===== config.mk =====
export PLATFORM = sky130hd
export DESIGN_NAME = pipe_ctrl
export DESIGN_NICKNAME = d
export VERILOG_FILES = /design/src/rtl/pipe_ctrl_pkg.sv /design/src/rtl/pipe_ctrl_perf_cnt.sv /design/src/rtl/pipe_ctrl.sv
export SDC_FILE = /design/constraint.sdc
export NUM_CORES = 1
export LEC_CHECK = 0
export ABC_AREA = 0
export CAP_MARGIN = 40
export CORE_AREA = 2 2 103 105
export CTS_BUF_LIST = sky130_fd_sc_hd__clkbuf_16
export DETAILED_ROUTE_END_ITERATION = 10
export DIE_AREA = 0 0 105 107
export PLACE_DENSITY = 0.79
export SLEW_MARGIN = 20
export SYNTH_ARGS = -nofsm -noshare
export SYNTH_HDL_FRONTEND = slang
export SYNTH_SLANG_ARGS = --single-unit

===== constraint.sdc =====
create_clock -name clk -period 4.1 [get_ports clk]
set_input_delay 0.615 -clock clk [delete_from_list [all_inputs] [get_ports clk]]
set_output_delay 0.615 -clock clk [all_outputs]
set_load 0.05 [all_outputs]

===== src/rtl/pipe_ctrl_pkg.sv =====
// Shared definitions for the pipeline sequencer: stall bit positions,
// sequencer state encodings and the priority stall patterns.
package pipe_ctrl_pkg;

    localparam int STALL_W   = 6;
    localparam int STALL_PC  = 0;
    localparam int STALL_IF  = 1;
    localparam int STALL_ID  = 2;
    localparam int STALL_EX  = 3;
    localparam int STALL_MEM = 4;
    localparam int STALL_WB  = 5;

    localparam logic [0:0] ST_RUN  = 1'b0;
    localparam logic [0:0] ST_PEND = 1'b1;

    // Each pattern holds the requesting stage and everything upstream of it
    localparam logic [STALL_W-1:0] STALL_VEC_MEM = 6'b011111;
    localparam logic [STALL_W-1:0] STALL_VEC_EX  = 6'b001111;
    localparam logic [STALL_W-1:0] STALL_VEC_ID  = 6'b000111;
    localparam logic [STALL_W-1:0] STALL_VEC_IF  = 6'b000011;

endpackage


===== src/rtl/pipe_ctrl_perf_cnt.sv =====
// Free-running enable-increment performance counter, wraps modulo 2^CNT_W.
module perf_cnt #(
    parameter int CNT_W = 32
) (
    input  logic             clk,
    input  logic             rst,
    input  logic             i_en,
    output logic [CNT_W-1:0] o_cnt
);

    logic [CNT_W-1:0] r_cnt;

    always_ff @(posedge clk or posedge rst) begin
        if (rst) begin
            r_cnt <= '0;
        end else if (i_en) begin
            r_cnt <= r_cnt + 1'b1;
        end
    end

    assign o_cnt = r_cnt;

endmodule


===== src/rtl/pipe_ctrl.sv =====
// Pipeline sequencer: per-stage hold vector, bubble strobes and branch
// redirect sequencing, deferring redirects while fetch is mid-transaction.
module pipe_ctrl
    import pipe_ctrl_pkg::*;
#(
    parameter int ADDR_W = 32,
    parameter int CNT_W  = 32
) (
    input  logic               clk,
    input  logic               rst,
    input  logic               stallreq_if,
    input  logic               stallreq_id,
    input  logic               stallreq_ex,
    input  logic               stallreq_mem,
    input  logic               ex_br_taken,
    input  logic [ADDR_W-1:0]  ex_br_target,
    output logic [STALL_W-1:0] stall,
    output logic               flush_if_id,
    output logic               flush_id_ex,
    output logic               pc_redirect,
    output logic [ADDR_W-1:0]  pc_target,
    output logic               redirect_pend,
    output logic [CNT_W-1:0]   cnt_stall,
    output logic [CNT_W-1:0]   cnt_flush
);

    logic [0:0]         r_state;
    logic [0:0]         w_state_next;
    logic [ADDR_W-1:0]  r_target;
    logic [ADDR_W-1:0]  w_target_next;
    logic [STALL_W-1:0] w_stall;
    logic               w_br_ok;
    logic               w_redirect;
    logic [ADDR_W-1:0]  w_redirect_target;
    logic               w_flush_if_id;
    logic               w_flush_id_ex;

    always_comb begin
        if (stallreq_mem)     w_stall = STALL_VEC_MEM;
        else if (stallreq_ex) w_stall = STALL_VEC_EX;
        else if (stallreq_id) w_stall = STALL_VEC_ID;
        else if (stallreq_if) w_stall = STALL_VEC_IF;
        else                  w_stall = '0;
    end

    // A branch sitting in a held EX stage is re-presented once EX advances
    assign w_br_ok = ex_br_taken & ~w_stall[STALL_EX];

    always_comb begin
        w_state_next      = r_state;
        w_target_next     = r_target;
        w_redirect        = 1'b0;
        w_redirect_target = '0;
        w_flush_if_id     = 1'b0;
        w_flush_id_ex     = 1'b0;
        case (r_state)
            ST_RUN: begin
                if (w_br_ok) begin
                    w_flush_id_ex = 1'b1;
                    if (!stallreq_if) begin
                        w_redirect        = 1'b1;
                        w_redirect_target = ex_br_target;
                        w_flush_if_id     = 1'b1;
                    end else begin
                        w_target_next = ex_br_target;
                        w_state_next  = ST_PEND;
                    end
                end
            end
            ST_PEND: begin
                if (w_br_ok) begin
                    w_flush_id_ex = 1'b1;
                    w_target_next = ex_br_target;
                end else if (!stallreq_if) begin
                    // The fetch completing now is wrong-path: squash it and steer
                    w_redirect        = 1'b1;
                    w_redirect_target = r_target;
                    w_flush_if_id     = 1'b1;
                    w_flush_id_ex     = 1'b1;
                    w_state_next      = ST_RUN;
                end
            end
            default: w_state_next = ST_RUN;
        endcase
    end

    always_ff @(posedge clk or posedge rst) begin
        if (rst) begin
            r_state  <= ST_RUN;
            r_target <= '0;
        end else begin
            r_state  <= w_state_next;
            r_target <= w_target_next;
        end
    end

    // Combinational outputs are forced quiet for the whole reset window
    assign stall         = rst ? '0 : w_stall;
    assign flush_if_id   = ~rst & w_flush_if_id;
    assign flush_id_ex   = ~rst & w_flush_id_ex;
    assign pc_redirect   = ~rst & w_redirect;
    assign pc_target     = rst ? '0 : w_redirect_target;
    assign redirect_pend = ~rst & (r_state == ST_PEND);

    perf_cnt #(.CNT_W(CNT_W)) u_cnt_stall (
        .clk   (clk),
        .rst   (rst),
        .i_en  (|w_stall),
        .o_cnt (cnt_stall)
    );

    perf_cnt #(.CNT_W(CNT_W)) u_cnt_flush (
        .clk   (clk),
        .rst   (rst),
        .i_en  (w_redirect),
        .o_cnt (cnt_flush)
    );

endmodule


==> results.md <==
* Main synth FF type: dfrtp_1
* Crit start category: input pin
* DR WL/cell at 16.6 µm
* Drt initial violations at 142
* Die height at 107 µm
* Overall routing resource usage at 0.215
* Largest area contributor in the netlist: dfrtp_1
* Unrepaired setup endpoints after global routing: false
* Syn Std Cell Area at 4610 µm²
* Layout cell share with drive strength beyond 1 at 0.183
* Post-synth top cells: dfrtp_1 (97), nor2_1 (51), xnor2_1 (45)
* Sequential-to-total area share from yosys stat at 0.527
* Power density cells at 434 nW/µm²
* Layout overhead on the synthesized area at 42.8%
* Count leader, synth: dfrtp_1
* Drt via density at 5.37
* WP data arrival at 2.52 ns
* Mapped Cells at 412
* Setup skew after layout at 0.0109 ns
* Num rows at 37
* Total wire length at 11.5 mm
* Overall die area at 11,200 µm²
* Slowest cell on crit path: clkdlybuf4s50_1
* Hold path cells at 1
* Routed via count at 3,727
* Die width at 105 µm
* Design Power at 2.86 mW
* Worst-path cell chain: clkdlybuf4s50_1 > nor4_2 > buf_4 > nor2_1 > clkdlybuf4s50_1
* HPWL Detailed at 8.36 mm
* Critical Path Max Stage Delay at 0.73 ns
* Final worst-path cycle share at 0.766
* Core region area at 10,100 µm²
* Post-layout nets at 595
* Leakage power at 2.78 nW
* Avg Cell Area, Syn at 11.2 µm²
* CTS tree: built
* H-tree depth at 3
* CTS Buffer Depth at 2
* Routability congestion estimate at 0.829
* Post-synth top area share at 0.527
* Peak supply drop at 0.218 mV
* R2R cell count at 5
* Total setup buffers inserted after CTS at 0
* PortBufs at 143
* Num CTS Buffers at 9
* CTS root buf: clkbuf_16
* Final min period at 3.14 ns
* Sink Count at 97
* Relative slew slack at 0.497
* Endpoints failing setup at 0
* Total grt overflow at 0
* Crit. End Element: primary output
* Hold WC Path Type: register to register
* CP max FO at 7
* Max Clk Rate at 319 MHz
* Inst Count DP at 679
* CTS resizes at 0
* Max-Cap Viols at 0
* Antenna diodes at 0
* Vias in the first global route at 3,904
* DRC at 0
* Clock transition at path regs at 0.07 ns
* Post-Synthesis Net Count at 453
* Reg2reg end: u_cnt_flush.o_cnt[26]
* Reg2reg setup slack at 1.98 ns
* Ys Warns at 0
* Worst skew pair latency at 0.34 ns
* # IOs at 145
* Non-Filler Instances at 694
* Hold-fix buffer count after cts at 0
* Final slew viol count at 0
* Crit-path most repeated cell: clkdlybuf4s50_1
* EDFF count, synth at 0
* Initial antenna violation count at 0
* Largest net degree at the start of global routing at 52
* Reg2reg start: r_state
* Worst Hold Path EP: u_cnt_stall.o_cnt[26]
* Setup CP Type: input pin to primary output
* CP top delay family: buffers and inverters
* Top cells by area, synth: dfrtp_1 (53%), xnor2_1 (8.6%), mux2_2 (8.1%)
* Post-route ant nets at 0
* Buf+Inv Stages, Crit Path at 3
* Req. time, crit path at 3.48 ns
* Final hold violation count at 0
* #FFs+latches synth at 97
* First-pass GRT wire length at 19.5 mm
* Worst Tran Pin Value at 0.750 ns
* Starting Density at 0.457
* Outcome: finished, final reports clean
* Async SR Flop Fraction at 1.00
* TNS Setup at 0 ns
* Synth unique cells at 34
* DRT Pass-1 Iters at 6
* Startpoint of the worst hold path: u_cnt_stall.o_cnt[26]
where the power goes:
| group | internal, mW | switching, mW | leakage (nW) |
|---|---|---|---|
| Clock | 0.472 | 0.367 | 0.142 |
| Combinational | 0.315 | 0.475 | 1.38 |
| Sequential | 1.10 | 0.128 | 1.26 |
routing by layer:
metal,share of wire,global-route usage
met5,0,0
met2,0.48,0.363
met4,0.0079,0.0543
met3,0.095,0.0760
met1,0.41,0.264
layout by cell type, fill, tap and decap left out, types with 3 or more instances in the layout:
master | Yosys | layout
nand2_1 | 30 | 30
and4_1 | 3 | 3
buf_12 | 0 | 15
and3_1 | 10 | 10
and2_1 | 3 | 3
clkbuf_16 | 0 | 9
nor2_1 | 51 | 49
xor2_1 | 17 | 17
nand4_1 | 18 | 18
nor2b_1 | 3 | 3
nand3_1 | 18 | 18
a22oi_1 | 32 | 32
xnor2_1 | 45 | 45
buf_4 | 3 | 25
dfrtp_1 | 97 | 97
nor3_1 | 10 | 9
mux2_2 | 33 | 33
clkdlybuf4s50_1 | 0 | 109
inv_1 | 4 | 3
sequential cells by signal, summed over array words and instances (netlist names):
signal	count
r_target	32
u_cnt_flush.o_cnt	32
u_cnt_stall.o_cnt	32
r_state	1
worst max path at each step:
stage | startpoint | to | slack [ns] | cells past startpoint
after floorplan | rst | r_state | 0.74 | 2
after global placement | stallreq_mem | flush_id_ex | 1.01 | 5
after detailed placement | stallreq_if | stall[1] | 0.99 | 5
after CTS | stallreq_if | stall[1] | 0.95 | 5
after global routing | stallreq_ex | pc_target[0] | 0.85 | 8
final | stallreq_if | stall[1] | 0.96 | 5
final cells by class:
type	count	area [µm²]
inverters	4	17.5
flip-flops and latches	97	2430
clock inverters	6	65.1
well taps	136	170
repair buffers	149	1580
multi-input cells	293	2100
fillers	801	3510
clock buffers	9	225
cell families after synthesis:
family | synth area share
xor gates and xnor gates | 0.118
adders and majority gates | 0.00760
and+or+nand+nor | 0.183
other | 0.000814
muxes | 0.0855
DFF | 0.527
AOI/OAI and AO/OA | 0.0581
buffers and inverters | 0.0206
through the flow:
step / utilization / hold slack [ns] / worst slack (ns) / cell area, µm²
CTS: 0.652 / 0.496 / 0.955 / 6580
floorplan: - / 0.481 / 0.743 / 4610
global route: 0.652 / 0.513 / 0.851 / 6580
detailed placement: 0.623 / 0.483 / 0.985 / 6290
finish: 0.652 / 0.489 / 0.961 / 6580
global placement: 0.623 / 0.455 / 1.01 / 6290
(Power assumes the default switching activity.)
